[src/rtl/regfile_write_arbiter.sv]
// regfile_write_arbiter
// Shares the register file's two write ports (A, B) among NUM_REQ writeback
// requesters. Arbitration is round-robin and grants up to two requests per
// cycle. Two requests for the same address are never granted together.
// The block also owns the bank select and sequences bank switches, so a write
// that is already in flight always lands in the bank it was granted under.
module regfile_write_arbiter #(
    parameter int NUM_REQ = 4,
    parameter int ADDR_W  = 5,
    parameter int DATA_W  = 16,
    parameter int BANK_W  = 6
) (
    input  logic                      clock_i,
    input  logic                      reset_i,
    input  logic [NUM_REQ-1:0]        reqValid_i,
    input  logic [NUM_REQ*ADDR_W-1:0] reqAddr_i,
    input  logic [NUM_REQ*DATA_W-1:0] reqData_i,
    output logic [NUM_REQ-1:0]        reqReady_o,
    input  logic                      bankReq_i,
    input  logic [BANK_W-1:0]         bankNext_i,
    output logic                      bankAck_o,
    output logic [BANK_W-1:0]         bankSelect_o,
    output logic                      portAWriteEnable_o,
    output logic [ADDR_W-1:0]         portAWriteAddress_o,
    output logic [DATA_W-1:0]         portAWriteData_o,
    output logic                      portBWriteEnable_o,
    output logic [ADDR_W-1:0]         portBWriteAddress_o,
    output logic [DATA_W-1:0]         portBWriteData_o
);

    localparam int PTR_W = $clog2(NUM_REQ);

    typedef enum logic [1:0] {
        IDLE   = 2'd0,
        DRAIN  = 2'd1,
        SWITCH = 2'd2
    } state_t;

    state_t              state;
    state_t              stateNext;
    logic [PTR_W-1:0]    rrPtr;
    logic [PTR_W-1:0]    rrPtrNext;
    logic [PTR_W-1:0]    lastIdx;
    logic [BANK_W-1:0]   bankLatched;

    logic                aFound;
    logic                bFound;
    logic [PTR_W-1:0]    aIdx;
    logic [PTR_W-1:0]    bIdx;
    logic [PTR_W-1:0]    scanIdx;
    logic [PTR_W:0]      scanSum;
    logic [ADDR_W-1:0]   aAddr;
    logic [ADDR_W-1:0]   bAddr;
    logic [DATA_W-1:0]   aData;
    logic [DATA_W-1:0]   bData;
    logic [NUM_REQ-1:0]  ready;

    // Round-robin scan from rrPtr: the first valid request takes port A, and the
    // next valid request with a different address takes port B. Reset is
    // included here so the readies drop as soon as reset rises, without
    // waiting for a clock edge.
    always_comb begin
        aFound  = 1'b0;
        bFound  = 1'b0;
        aIdx    = '0;
        bIdx    = '0;
        aAddr   = '0;
        bAddr   = '0;
        aData   = '0;
        bData   = '0;
        scanSum = '0;
        scanIdx = '0;
        ready   = '0;
        if (state == IDLE && !bankReq_i && !reset_i) begin
            for (int k = 0; k < NUM_REQ; k++) begin
                scanSum = {1'b0, rrPtr} + (PTR_W+1)'(k);
                if (scanSum >= (PTR_W+1)'(NUM_REQ)) begin
                    scanSum = scanSum - (PTR_W+1)'(NUM_REQ);
                end
                scanIdx = scanSum[PTR_W-1:0];
                if (reqValid_i[scanIdx]) begin
                    if (!aFound) begin
                        aFound = 1'b1;
                        aIdx   = scanIdx;
                        aAddr  = reqAddr_i[scanIdx*ADDR_W +: ADDR_W];
                        aData  = reqData_i[scanIdx*DATA_W +: DATA_W];
                    end else if (!bFound && (reqAddr_i[scanIdx*ADDR_W +: ADDR_W] != aAddr)) begin
                        bFound = 1'b1;
                        bIdx   = scanIdx;
                        bAddr  = reqAddr_i[scanIdx*ADDR_W +: ADDR_W];
                        bData  = reqData_i[scanIdx*DATA_W +: DATA_W];
                    end
                end
            end
        end
        if (aFound) ready[aIdx] = 1'b1;
        if (bFound) ready[bIdx] = 1'b1;
    end

    // The next scan starts just after the last index granted this cycle.
    // When nothing is granted, the pointer stays where it is.
    always_comb begin
        lastIdx   = bFound ? bIdx : aIdx;
        rrPtrNext = rrPtr;
        if (aFound) begin
            rrPtrNext = (lastIdx == PTR_W'(NUM_REQ - 1)) ? '0 : lastIdx + 1'b1;
        end
    end

    // Bank-switch sequencing: IDLE waits for a request, DRAIN lets the last
    // granted writes commit under the old bank, and SWITCH presents the new bank.
    always_comb begin
        stateNext = state;
        case (state)
            IDLE:    if (bankReq_i) stateNext = DRAIN;
            DRAIN:   stateNext = SWITCH;
            SWITCH:  stateNext = IDLE;
            default: stateNext = IDLE;
        endcase
    end

    // Holds the FSM state, the target bank captured when a switch starts, and
    // the bank select, which is updated only at the end of DRAIN.
    always_ff @(posedge clock_i or posedge reset_i) begin
        if (reset_i) begin
            state        <= IDLE;
            bankLatched  <= '0;
            bankSelect_o <= '0;
        end else begin
            state <= stateNext;
            if (state == IDLE && bankReq_i) begin
                bankLatched <= bankNext_i;
            end
            if (state == DRAIN) begin
                bankSelect_o <= bankLatched;
            end
        end
    end

    // Round-robin pointer register.
    always_ff @(posedge clock_i or posedge reset_i) begin
        if (reset_i) begin
            rrPtr <= '0;
        end else begin
            rrPtr <= rrPtrNext;
        end
    end

    // Write-port registers: a grant made in one cycle drives the port for
    // exactly the following cycle. Address and data are zero when a port is idle.
    always_ff @(posedge clock_i or posedge reset_i) begin
        if (reset_i) begin
            portAWriteEnable_o  <= 1'b0;
            portAWriteAddress_o <= '0;
            portAWriteData_o    <= '0;
            portBWriteEnable_o  <= 1'b0;
            portBWriteAddress_o <= '0;
            portBWriteData_o    <= '0;
        end else begin
            portAWriteEnable_o  <= aFound;
            portAWriteAddress_o <= aAddr;
            portAWriteData_o    <= aData;
            portBWriteEnable_o  <= bFound;
            portBWriteAddress_o <= bAddr;
            portBWriteData_o    <= bData;
        end
    end

    assign reqReady_o = ready;
    assign bankAck_o  = (state == SWITCH);

endmodule

[config.mk]
export PLATFORM = sky130hd
export DESIGN_NAME = regfile_write_arbiter
export DESIGN_NICKNAME = d
export VERILOG_FILES = /design/src/rtl/regfile_write_arbiter.sv
export SDC_FILE = /design/constraint.sdc
export NUM_CORES = 1
export LEC_CHECK = 0
export ABC_CLOCK_PERIOD_IN_PS = 7600
export CAP_MARGIN = 20
export CORE_MARGIN = 5
export CORE_UTILIZATION = 45
export CTS_BUF_LIST = sky130_fd_sc_hd__clkbuf_4
export DETAILED_ROUTE_END_ITERATION = 8
export GPL_TIMING_DRIVEN = 0
export PLACE_DENSITY_LB_ADDON = 0.15
export SLEW_MARGIN = 20
export SYNTH_ARGS = -nofsm -noshare
export SYNTH_HDL_FRONTEND = slang
export SYNTH_SLANG_ARGS = --single-unit
[constraint.sdc]
create_clock -name clock_i -period 7.6 [get_ports clock_i]
set_input_delay 1.52 -clock clock_i [delete_from_list [all_inputs] [get_ports clock_i]]
set_output_delay 1.52 -clock clock_i [all_outputs]
set_load 0.02 [all_outputs]
Yosys cells after proc, flatten, opt, wreduce, memory -nomap -nowiden --
Index checks and enable logic that the tools add are counted.
Storage, ports and cells: bits in registers 60, logic and storage cells 168, output and inout bits 55
Cells by class: multipliers 4, $add $sub $neg 8, shifts and indexed selects 8, reduce and logical (&&, ||, !) cells 14, equal/unequal tests 7, bitwise gates (word level) 1, muxes and demuxes 104, order comparisons 12
Operators by type and width (number):
- $mux 16 | 18
- $shiftx 64x7->16 | 4
- $mux 5 | 21
- $shiftx 20x6->5 | 4
- $mux 2 | 29
- $mux 1 | 27
- $mul 2x3->5 const B | 4
- $lt 2x3->1 const B | 6
- $ne 5x5->1 | 3
- $ge 3x3->1 const B | 3
- $bmux 1 s2 | 4
- $logic_and 1x1->1 | 8
- $mux 4 | 2
- $sub 2x1->2 const B | 4
- $add 2x2->3 const B | 2
- $logic_not 1->1 | 5
- $demux 1 s2 | 2
- $eq 2x2->1 const B | 2
- $ge 2x1->1 const B | 2
- $or 4x4->4 | 1
- $pmux 2 s2 | 1
- $add 2x1->3 const B | 1
- $ge 2x3->1 const B | 1
- $add 2x1->2 const B | 1
- 3 further kinds | 3

Longest topological paths before layout --
depth in word-level cells 32, depth in mapped cells 15, gate-level depth less buffers 10

Worst setup path before layout --
OpenSTA, ideal clock, no wires.
path type input -> output, start input port reqValid_i[2], end output port reqReady_o[0], path slack 1.756 ns, arrival 4.324 ns, stages 10, buffers on the path 1, cell sequence clkbuf_1 > or4b_4 > a21oi_2 > o21ai_1 > and3_1 > or4_4 > o31ai_4 > o311ai_1 > or2_1 > o22ai_1
Between the ends: cells in the longest elaborated chain, start to end 28
Ends and longest elaborated chain:
- from (decl) | line 15 | input logic [NUM_REQ-1:0] reqValid_i,
- $bmux 1 s2 | line 81 | if (reqValid_i[scanIdx]) begin
- $mux 1 (implied by the code) | line 81
- $mux 5 | line 81
- $mux 5 | line 74 | if (state == IDLE && !bankReq_i && !reset_i) begin
- $ne 5x5->1 | line 87 | end else if (!bFound && (reqAddr_i[scanIdx*ADDR_W +: ADDR_W] != aAddr)) begin
- $logic_and 1x1->1 | line 87
- $mux 1 | line 87
- $mux 1 | line 82 | if (!aFound) begin
- [12 not listed]
- $mux 2 | line 81
- $mux 2 | line 74
- $lt 2x3->1 (implied by the code) / $ge 2x1->1 (equally long branches) | line 97 | if (bFound) ready[bIdx] = 1'b1;
- $logic_and 1x1->1 (implied by the code) | line 97
- $mux 1 (implied by the code) | line 97
- $demux 1 s2 | line 97
- $or 4x4->4 (no source line)
- $mux 4 (*) | line 97
- to (decl) | line 18 | output logic [NUM_REQ-1:0] reqReady_o,
Mark *: on every way between the ends. The rest lies on a longest branch, timed or not. The select of a mux whose other input is x is not followed.

Worst setup path after layout --
start input port reqValid_i[0], end output port reqReady_o[3]
Same word-level chain as after synthesis.

==> results.toml <==
[timing]
setup_viol = 0
hold_ws_ns = 0.519
setup_tns_ns = 0
period_share = 0.966
tightest_slew_ns = 1.04
hold_viol = 0
max_slew_margin = 0.304
max_freq_ghz = 0.136
fin_skew_ns = 0.0228
fin_crit_ns = 7.34
drv_slew = 0
rsz0062_at_grt = "no"

[grt]
overflow = 0
antenna_found_initial = 0
grt_max_degree = 50
grtUsageTotal = 0.274
grt_pass1_vias = 6171
grt_pass1_wl_um = 34100

[cts]
clk_pin_slew_worst_paths_ns = 0.12
cts_hold_buf = 0
clk-insertion-delay-late_ns = 0.44
cts_buffers = 9
clkSinkCount = 60
ctsResizeCount = 0
htreeDepth = 3
cts_setup_buffers = 0
cts_tree = "yes"
cts_max_path_buffers = 2
cts-root-buf = "clkbuf_4"

[finish]
fillerInstances = 1098
syn2layout_area_growth_pct = 31.9
drive_gt1_frac = 0.187
ff_latch_area_um2 = 1500
antenna_cells = 0
final_core_util = 0.610
multiInputGateArea_um2 = 4110
finalNetCount = 825

[die]
ios = 152
dieWidth_um = 124
dieHeight_um = 124
placement_rows = 41
initial_core_util = 0.462
dieArea_um2 = 15400
core_um2 = 12700

[synthesis]
synthTopCellsByCount = "67 x mux4_2, 60 x dfrtp_1, 44 x nand2_1, 43 x nor2_1, 32 x a21oi_1"
synth_top_area_cell = "mux4_2"
synth_area_um2 = 5880
synthTopCellsByArea = "mux4_2 26%, dfrtp_1 26%, mux2_2 4.8%"
synth_warnings = 0
ys_types = 71
synth_top_cell_area_share = 0.257
avgSynthCellArea_um2 = 10.4
syn_nets = 665
synth-main-ff-cell = "dfrtp_1"
synth_seq_cells = 60
synth-edff-count = 0
seq_area_frac_synth = 0.255
async_reset_ff_frac = 1.00
synthCells = 567
synth_most_common_cell = "mux4_2"

[drt]
drtIter0Drc = 789
firstDrtPassIters = 6
ant_nets = 0
viasPerCell = 6.77
post_drt_wl_per_cell_um = 24.1
post-route-drc-count = 0
num_vias = 6118
routed_wl_um = 21800

[placement]
gp_congestion = 0.934
detailed_place_hpwl_um = 16500
port_buffers = 148

[critical_path]
cp_slowest_cell = "nor4b_1"
crit_top_cell = "clkdlybuf4s50_1"
path_cells = "clkdlybuf4s50_1 -> or4b_4 -> a21o_1 -> and4_1 -> nor4b_1 -> a31oi_1 -> buf_2 -> o41ai_1 -> nand3_1 -> o21ai_0 -> clkdlybuf4s50_1"
required_ns = 6.08
reg2reg_depth = 12
cp_data_arrival_time_ns = 5.82
critical_path.max_stage_delay_ns = 0.66
start_kind = "input pin"
critPathMaxFanout = 10
endpoint_kind = "output pin"
crit_type = "in2out"

[power_and_ir_drop]
switching_share = 0.479
internal-power_uw = 1280
power.density_nw_per_um2 = 318
sequentialPowerShare = 0.166
p_sw_uw = 1180
finalPower_uw = 2470
peakVddDrop_mv = 0.141
power.share.combinational = 0.735
leakagePower_uw = 0.00290
clockPowerShare = 0.099

[worst_hold_path]
worst_hold_path_type = "reg2reg"
holdPathStages = 1

[flow_run]
maxCapViolCount = 0

[run_status]
outcome = "complete, no violations"
worst max-delay path, delay by kind of cell:
kind,cells,cell delay [ns]
compound gates,4,1.19
simple gates,4,1.66
buf+inv,3,1.45
final cells by class:
cell class,instances,share of cell area
multi-input combinational,443,0.529
timing repair buffer,149,0.195
inverter,8,0.00419
clock buffer,9,0.00871
buffer,56,0.0319
tap,172,0.0277
clock inverter,7,0.00984
sequential,60,0.194
final timing paths:
check,startpoint,to,slack [ns]
min in group asynchronous,reset_i,portAWriteAddress_o[4],1.41
max in group asynchronous,reset_i,portAWriteData_o[0],5.69
setup reg to reg,rrPtr[0],portBWriteData_o[3],3.29
setup / recovery,reqValid_i[0],reqReady_o[3],0.26
hold / removal,bankLatched[5],bankSelect_o[5],0.52
hold reg to reg,bankLatched[5],bankSelect_o[5],0.52
routing by layer:
metal,share of wire,up-vias,track usage
met5,0,-,0
li1,-,2614,-
met1,0.39,3004,0.367
met4,0.028,0,0.0909
met3,0.098,61,0.0570
met2,0.48,439,0.443
sequential cells by signal (all words and copies together), names as in the netlist:
| signal | flops |
|---|---|
| state | 2 |
| portAWriteAddress_o | 5 |
| portAWriteEnable_o | 1 |
| bankSelect_o | 6 |
| rrPtr | 2 |
| portAWriteData_o | 16 |
| portBWriteData_o | 16 |
| portBWriteEnable_o | 1 |
| bankLatched | 6 |
| portBWriteAddress_o | 5 |
cells in the final DEF, fill, tap and decap left out, drive strengths merged, types with 4 or more instances in the layout:
cell / n
a21o: 6
clkdlybuf4s50: 148
inv: 9
dfrtp: 60
o22ai: 4
nand4: 4
o21ai: 18
a211oi: 28
mux2i: 25
buf: 26
mux4: 67
clkbuf: 40
mux2: 26
nor3: 10
nor2: 44
a31oi: 10
xnor2: 9
nor3b: 4
a22oi: 15
a21oi: 33
nand3: 5
a222oi: 16
nor2b: 4
nand2b: 4
and2: 4
o21a: 6
o211a: 4
and3: 4
nand2: 44
power groups by stage:
stage	clock network, uW	logic [uW]	registers [uW]
floorplan	0	1190	474
CTS	246	1780	411
global placement	0	1740	414
detailed placement	0	1780	417
global route	259	1940	417
finish	244	1810	410
cell families after synthesis:
logic type | Yosys count | share of synthesized area
AOI/OAI and AO/OA | 158 | 0.192
xor gates and xnor gates | 12 | 0.0179
adders and majority gates | 1 | 0.00213
buffers and inverters | 64 | 0.0473
DFF | 60 | 0.255
muxes | 118 | 0.349
and+or+nand+nor | 154 | 0.136
stage by stage:
step,worst slack [ns],cell area (um2),instances
after global placement,0.226,7570,887
after detailed placement,0.277,7610,888
after floorplan,1.76,5880,567
after global routing,0.0881,7760,904
after CTS,0.291,7750,904
final,0.260,7760,904
Note: power is estimated with default switching activity, not from simulation.
